### config.mk
export PLATFORM = sky130hd
export DESIGN_NAME = decode_stage
export DESIGN_NICKNAME = d
export VERILOG_FILES = /design/src/rtl/decode_stage.sv
export SDC_FILE = /design/constraint.sdc
export NUM_CORES = 1
export LEC_CHECK = 0
export BUFFER_PORTS_ARGS = -buffer_cell sky130_fd_sc_hd__clkbuf_2
export CORE_MARGIN = 8
export CORE_UTILIZATION = 50
export CTS_CLUSTER_DIAMETER = 100
export CTS_CLUSTER_SIZE = 12
export DETAILED_ROUTE_END_ITERATION = 8
export GPL_ROUTABILITY_DRIVEN = 0
export PLACE_DENSITY = 0.95
export SYNTH_ARGS = -nofsm -noshare
export SYNTH_HDL_FRONTEND = slang
export SYNTH_SLANG_ARGS = --single-unit
### constraint.sdc
create_clock -name clk -period 3.9 [get_ports clk]
set_input_delay 0.585 -clock clk [delete_from_list [all_inputs] [get_ports clk]]
set_output_delay 0.585 -clock clk [all_outputs]
set_load 0.005 [all_outputs]
### src/rtl/decode_stage.sv
// decode_stage -- single-entry decode stage for a small RV32 subset
// (add, sub, addi, bne, lui).
//
// Accepts one instruction per cycle from fetch over a valid/ready handshake,
// decodes it combinationally and holds the result in an output register
// presented to execute over a second valid/ready handshake. Anything outside
// the supported subset is passed downstream flagged as illegal with all
// other control bits cleared.
//
// Optional feature: define DECODE_SCOREBOARD_EN to build a 32-entry pending
// write scoreboard and the read-after-write hazard stall. Without it the
// stage never stalls on hazards and wb_valid/wb_rd are ignored.
//
// Ports
//   clk, reset            clock, synchronous active-high reset
//   if_valid/if_ready     fetch handshake (if_ready independent of if_valid)
//   if_inst, if_pc        instruction word and its PC
//   flush                 drop held and incoming instruction (redirect)
//   de_valid/de_ready     execute handshake
//   de_pc, de_imm         registered PC and sign-extended immediate
//   de_rs1/de_rs2/de_rd   register specifiers (unused ones are 0)
//   de_sub, de_use_imm, de_is_bne, de_is_lui, de_wen, de_illegal
//                         decoded control bundle
//   wb_valid, wb_rd       writeback retirement, clears a pending bit
module decode_stage #(
  parameter int XLEN = 32
) (
  input  logic            clk,
  input  logic            reset,
  input  logic            if_valid,
  output logic            if_ready,
  input  logic [31:0]     if_inst,
  input  logic [XLEN-1:0] if_pc,
  input  logic            flush,
  output logic            de_valid,
  input  logic            de_ready,
  output logic [XLEN-1:0] de_pc,
  output logic [XLEN-1:0] de_imm,
  output logic [4:0]      de_rs1,
  output logic [4:0]      de_rs2,
  output logic [4:0]      de_rd,
  output logic            de_sub,
  output logic            de_use_imm,
  output logic            de_is_bne,
  output logic            de_is_lui,
  output logic            de_wen,
  output logic            de_illegal,
  input  logic            wb_valid,
  input  logic [4:0]      wb_rd
);

  localparam logic [4:0] OPC_OP     = 5'b01100;
  localparam logic [4:0] OPC_OPIMM  = 5'b00100;
  localparam logic [4:0] OPC_BRANCH = 5'b11000;
  localparam logic [4:0] OPC_LUI    = 5'b01101;

  // Widen a signed 32-bit immediate to the datapath width.
  function automatic logic [XLEN-1:0] sext32(input logic signed [31:0] v);
    return XLEN'(v);
  endfunction

  // ---------------- combinational decode of if_inst ----------------
  logic [4:0]      opcode;
  logic [2:0]      funct3;
  logic [6:0]      funct7;
  logic            legal;
  logic            use_rs1;
  logic            use_rs2;
  logic            dec_sub;
  logic            dec_use_imm;
  logic            dec_is_bne;
  logic            dec_is_lui;
  logic            dec_wen;
  logic [4:0]      dec_rs1;
  logic [4:0]      dec_rs2;
  logic [4:0]      dec_rd;
  logic [XLEN-1:0] dec_imm;

  assign opcode = if_inst[6:2];
  assign funct3 = if_inst[14:12];
  assign funct7 = if_inst[31:25];

  always_comb begin
    legal       = 1'b0;
    use_rs1     = 1'b0;
    use_rs2     = 1'b0;
    dec_sub     = 1'b0;
    dec_use_imm = 1'b0;
    dec_is_bne  = 1'b0;
    dec_is_lui  = 1'b0;
    dec_wen     = 1'b0;
    dec_rs1     = 5'd0;
    dec_rs2     = 5'd0;
    dec_rd      = 5'd0;
    dec_imm     = '0;
    // Fields are only populated for legal encodings, so an illegal
    // instruction leaves everything at zero apart from de_illegal.
    if (if_inst[1:0] == 2'b11) begin
      case (opcode)
        OPC_OP: begin
          if (funct3 == 3'b000 && (funct7 == 7'b0000000 || funct7 == 7'b0100000)) begin
            legal   = 1'b1;
            dec_sub = funct7[5];
            dec_rs1 = if_inst[19:15];
            dec_rs2 = if_inst[24:20];
            dec_rd  = if_inst[11:7];
            use_rs1 = 1'b1;
            use_rs2 = 1'b1;
            dec_wen = 1'b1;
          end
        end
        OPC_OPIMM: begin
          if (funct3 == 3'b000) begin
            legal       = 1'b1;
            dec_rs1     = if_inst[19:15];
            dec_rd      = if_inst[11:7];
            use_rs1     = 1'b1;
            dec_use_imm = 1'b1;
            dec_wen     = 1'b1;
            dec_imm     = sext32({{20{if_inst[31]}}, if_inst[31:20]});
          end
        end
        OPC_BRANCH: begin
          if (funct3 == 3'b001) begin
            legal      = 1'b1;
            dec_is_bne = 1'b1;
            dec_rs1    = if_inst[19:15];
            dec_rs2    = if_inst[24:20];
            use_rs1    = 1'b1;
            use_rs2    = 1'b1;
            dec_imm    = sext32({{19{if_inst[31]}}, if_inst[31], if_inst[7],
                                 if_inst[30:25], if_inst[11:8], 1'b0});
          end
        end
        OPC_LUI: begin
          legal       = 1'b1;
          dec_is_lui  = 1'b1;
          dec_rd      = if_inst[11:7];
          dec_use_imm = 1'b1;
          dec_wen     = 1'b1;
          dec_imm     = sext32({if_inst[31:12], 12'b0});
        end
        default: legal = 1'b0;
      endcase
    end
    // Writes to x0 are architecturally discarded; never mark them pending.
    if (dec_rd == 5'd0) dec_wen = 1'b0;
  end

  // ---------------- handshake ----------------
  logic            hazard;
  logic            accept;
  logic            out_xfer;

  logic            de_valid_q,   de_valid_d;
  logic [XLEN-1:0] de_pc_q,      de_pc_d;
  logic [XLEN-1:0] de_imm_q,     de_imm_d;
  logic [4:0]      de_rs1_q,     de_rs1_d;
  logic [4:0]      de_rs2_q,     de_rs2_d;
  logic [4:0]      de_rd_q,      de_rd_d;
  logic            de_sub_q,     de_sub_d;
  logic            de_use_imm_q, de_use_imm_d;
  logic            de_is_bne_q,  de_is_bne_d;
  logic            de_is_lui_q,  de_is_lui_d;
  logic            de_wen_q,     de_wen_d;
  logic            de_illegal_q, de_illegal_d;

  // A flush always accepts so the redirected fetch stream is not held up;
  // the word taken in that cycle is simply discarded.
  assign if_ready = flush || ((!de_valid_q || de_ready) && !hazard);
  assign accept   = if_valid && if_ready;
  assign out_xfer = de_valid_q && de_ready;

  always_comb begin
    de_valid_d   = de_valid_q;
    de_pc_d      = de_pc_q;
    de_imm_d     = de_imm_q;
    de_rs1_d     = de_rs1_q;
    de_rs2_d     = de_rs2_q;
    de_rd_d      = de_rd_q;
    de_sub_d     = de_sub_q;
    de_use_imm_d = de_use_imm_q;
    de_is_bne_d  = de_is_bne_q;
    de_is_lui_d  = de_is_lui_q;
    de_wen_d     = de_wen_q;
    de_illegal_d = de_illegal_q;
    if (flush) begin
      de_valid_d = 1'b0;
    end else if (accept) begin
      de_valid_d   = 1'b1;
      de_pc_d      = if_pc;
      de_imm_d     = dec_imm;
      de_rs1_d     = dec_rs1;
      de_rs2_d     = dec_rs2;
      de_rd_d      = dec_rd;
      de_sub_d     = dec_sub;
      de_use_imm_d = dec_use_imm;
      de_is_bne_d  = dec_is_bne;
      de_is_lui_d  = dec_is_lui;
      de_wen_d     = dec_wen;
      de_illegal_d = !legal;
    end else if (out_xfer) begin
      de_valid_d = 1'b0;
    end
  end

  // ---------------- output register stage ----------------
  always_ff @(posedge clk) begin
    if (reset) begin
      de_valid_q   <= 1'b0;
      de_pc_q      <= '0;
      de_imm_q     <= '0;
      de_rs1_q     <= 5'd0;
      de_rs2_q     <= 5'd0;
      de_rd_q      <= 5'd0;
      de_sub_q     <= 1'b0;
      de_use_imm_q <= 1'b0;
      de_is_bne_q  <= 1'b0;
      de_is_lui_q  <= 1'b0;
      de_wen_q     <= 1'b0;
      de_illegal_q <= 1'b0;
    end else begin
      de_valid_q   <= de_valid_d;
      de_pc_q      <= de_pc_d;
      de_imm_q     <= de_imm_d;
      de_rs1_q     <= de_rs1_d;
      de_rs2_q     <= de_rs2_d;
      de_rd_q      <= de_rd_d;
      de_sub_q     <= de_sub_d;
      de_use_imm_q <= de_use_imm_d;
      de_is_bne_q  <= de_is_bne_d;
      de_is_lui_q  <= de_is_lui_d;
      de_wen_q     <= de_wen_d;
      de_illegal_q <= de_illegal_d;
    end
  end

  assign de_valid   = de_valid_q;
  assign de_pc      = de_pc_q;
  assign de_imm     = de_imm_q;
  assign de_rs1     = de_rs1_q;
  assign de_rs2     = de_rs2_q;
  assign de_rd      = de_rd_q;
  assign de_sub     = de_sub_q;
  assign de_use_imm = de_use_imm_q;
  assign de_is_bne  = de_is_bne_q;
  assign de_is_lui  = de_is_lui_q;
  assign de_wen     = de_wen_q;
  assign de_illegal = de_illegal_q;

`ifdef DECODE_SCOREBOARD_EN
  // ---------------- pending-write scoreboard ----------------
  logic [31:0] pend_q, pend_d;
  logic [31:0] set_vec;
  logic [31:0] clr_vec;
  logic        rs1_hit;
  logic        rs2_hit;

  always_comb begin
    set_vec = '0;
    clr_vec = '0;
    if (out_xfer && de_wen_q) set_vec[de_rd_q] = 1'b1;
    if (wb_valid)             clr_vec[wb_rd]   = 1'b1;
    // Applying the set after the clear makes a same-cycle issue win over
    // a retirement of the same register.
    pend_d    = (pend_q & ~clr_vec) | set_vec;
    pend_d[0] = 1'b0;
  end

  always_ff @(posedge clk) begin
    if (reset) pend_q <= '0;
    else       pend_q <= pend_d;
  end

  // Hazard is evaluated from if_inst alone, without if_valid, so that
  // if_ready never depends on if_valid; when if_valid is low no transfer
  // happens, so the value is harmless. The held instruction counts even if
  // it leaves this cycle, and writeback is not bypassed.
  always_comb begin
    rs1_hit = use_rs1 && (dec_rs1 != 5'd0) &&
              (pend_q[dec_rs1] || (de_valid_q && de_wen_q && de_rd_q == dec_rs1));
    rs2_hit = use_rs2 && (dec_rs2 != 5'd0) &&
              (pend_q[dec_rs2] || (de_valid_q && de_wen_q && de_rd_q == dec_rs2));
    hazard  = rs1_hit || rs2_hit;
  end
`else
  logic unused_sb;
  assign hazard    = 1'b0;
  assign unused_sb = ^{wb_valid, wb_rd, use_rs1, use_rs2};
`endif

endmodule

==> results.cfg <==
[outcome]
outcome = finished, final reports clean

[route]
vias = 3687
wl_mm = 10.9
remaining_drc_errors = 0
drt_iter0_markers = 245
viasPerCell = 5.91
wl_per_cell_um = 17.5
drt_pre_antenna_iters = 5
ant_nets = 0

[clock_tree]
h-tree-depth = 3
root_buffer = clkbuf_8
clk_pin_slew_worst_paths_ns = 0.09
cts_resized = 0
cts_tree = done
ctsHoldBuffers = 0
post_cts_buffers = 0
cts_inserted_buffers = 9
clkLatencyLatePin_ns = 0.35
cts_sinks = 86
cts_buffer_depth = 2

[worst_setup_path]
arrival_ns = 2.53
cp_cell_sequence = clkbuf_2 -> or4_4 -> or4_4 -> a2111oi_4 -> a22o_1
crit_slowest_cell = or4_4
critPathLaunchType = input pin
cpMostUsedCell = or4_4
critPathKind = input pin to flop
required_ns = 4.18
critPathTopFamily = simple AND/OR/NAND/NOR gates
timing.critical_path.to_type = flop
cp_num_buf_inv = 1
slowest_delay_ns = 0.56
cp_max_fo = 5

[place]
port_buffers = 155
dpl_worst_slack_ns = 1.36
post-dp-hpwl_mm = 8.16

[timing]
fmax_mhz = 445
min_period_ns = 2.24
period_share_pct = 57.6
hold_viol_final = 0
setup_viol = 0
grt_setup_unrepaired = false
worst_pin_slew_ns = 1.09
slew-limit-headroom_pct = 27.4
worst_slack_ns = 1.66
setup_tns_ns = 0
fin_skew_ns = 0.0118
slew_viol_final = 0

[layout]
drive_gt1_share_pct = 33.8
area_delta_synth_final_pct = 28.7
final_nets = 614
diodes = 0

[die]
row_count = 30
die_area_um2 = 9890
io-pin-count = 162
core_area_um2 = 6760
fp.dieW_um = 99.5
chipHeight_um = 99.5
initial_core_util_pct = 51.5

[pwr]
total_leakage_power_nw = 1.88
power_density_nw_per_um2 = 369
ir_worst_vdd_uv = 241
fin_total_pwr_mw = 1.65

[global_route]
globalRouteTotalUtil_pct = 21.2
grt_pass1_wl_mm = 17.3
grt_max_degree = 40
overflow = 0
antenna_found_initial = 0
grt_pass1_vias = 3600

[logic_synthesis]
yosys_warnings = 0
yosysSeqAreaShare_pct = 49.4
postSynthCellCount = 397
ys_seq_elements = 86
syn_avg_cell_area_um2 = 8.77
synth_cell_type_count = 38
syn_area_um2 = 3480
syn_nets = 472

[worst_hold_path]
worstHoldPathType = flop to flop

[job]
drv_cap = 0
power by group:
part,internal (mW),switching (mW)
clock,0.272,0.323
sequential,0.894,0.00839
combinational,0.0590,0.0981
tightest hold or removal path, stage by stage, from the launching register on:
cell and delay, ns:
dfxtp_1 0.32, nand2_1 0.05, a21oi_1 0.05
state kept, by name (all words and copies together) (netlist names):
name	count
de_wen	1
de_pc	32
de_rd	5
de_valid	1
de_illegal	1
de_is_bne	1
de_imm	32
de_sub	1
de_use_imm	1
de_rs2	5
de_rs1	5
de_is_lui	1
logic make-up after synthesis:
group | Yosys count | share of synthesized area (%)
AO/OA/AOI/OAI | 115 | 24.6
buffers and inverters | 32 | 3.56
flip-flops | 86 | 49.4
AND/OR/NAND/NOR | 164 | 22.4
worst paths after layout:
| check | from | to | slack (ns) | cells after the start |
|---|---|---|---|---|
| worst min-delay path | de_pc[7] | de_pc[7] | 0.46 | 2 |
| worst max-delay path | if_inst[28] | de_rs2[4] | 1.66 | 5 |
| worst min register to register | de_pc[7] | de_pc[7] | 0.46 | 2 |
| worst max register to register | de_valid | de_imm[4] | 1.89 | 4 |
per-stage QoR:
stage	utilization (%)	area (um^2)	hold WS, ns	instances
floorplan	-	3480	0.448	397
global placement	63.5	4290	0.439	608
detailed placement	63.5	4290	0.446	608
CTS	66.3	4480	0.441	624
global route	66.3	4480	0.446	624
finish	66.3	4480	0.457	624
routing by layer:
metal / routed length [um] / up-vias / GRT usage, % / part of all wire, %
met3: 1180 / 29 / 7.82 / 11
met4: 322 / 0 / 9.78 / 2.9
met5: 0 / - / 0 / 0
met1: 4250 / 1715 / 24.1 / 39
li1: - / 1746 / - / -
met2: 5180 / 197 / 34.8 / 47
cells in the mapped netlist:
library cell	number	area, um^2
nand2_1	103	387
dfxtp_1	86	1720
a21oi_1	38	190
clkbuf_1	26	97.6
a22o_1	21	184
a221oi_1	19	166
a22oi_1	19	143
nand3_1	14	70.1
nor2_1	8	30.0
nand2b_1	6	37.5
nor3_1	6	30.0
a32oi_1	5	43.8
and4_1	5	43.8
o32ai_1	5	43.8
buf_2	3	15.0
inv_1	3	11.3
nand4_1	3	18.8
nand4b_1	3	26.3
nor2b_1	3	18.8
o31ai_1	2	15.0
or4_4	2	22.5
a2111oi_4	1	27.5
a211o_1	1	8.76
a22o_2	1	10.0
and2_1	1	6.26
and3_1	1	6.26
nand3b_1	1	7.51
nand4bb_1	1	11.3
nor4_1	1	6.26
nor4b_2	1	15.0
o211ai_1	1	7.51
o21a_1	1	7.51
o311a_1	1	10.0
or3_1	1	6.26
or3b_1	1	8.76
or4_1	1	7.51
or4b_1	1	10.0
or4b_2	1	10.0
placed cells by master, fill, tap and decap left out, types with 5 or more instances in the layout:
master    synthesis  final
a22oi_1          19     19
a21oi_1          38     38
buf_4             0      5
clkbuf_2          0    155
clkbuf_8          0     11
dfxtp_1          86     86
nor2_1            8      7
and4_1            5      5
o32ai_1           5      5
nand2_1         103    102
nor3_1            6      6
nand2b_1          6      6
a22o_1           21     21
nand3_1          14     14
a221oi_1         19     19
a32oi_1           5      5
final cells by class:
cell class	count	area, um^2
clock inverters	5	41.3
repair buffers	160	813
multi-input cells	279	1640
flip-flops and latches	86	1720
well taps	80	100
fillers	556	2280
clock buffers	11	151
inverters	3	11.3
Power figures use the tool's default switching activity.
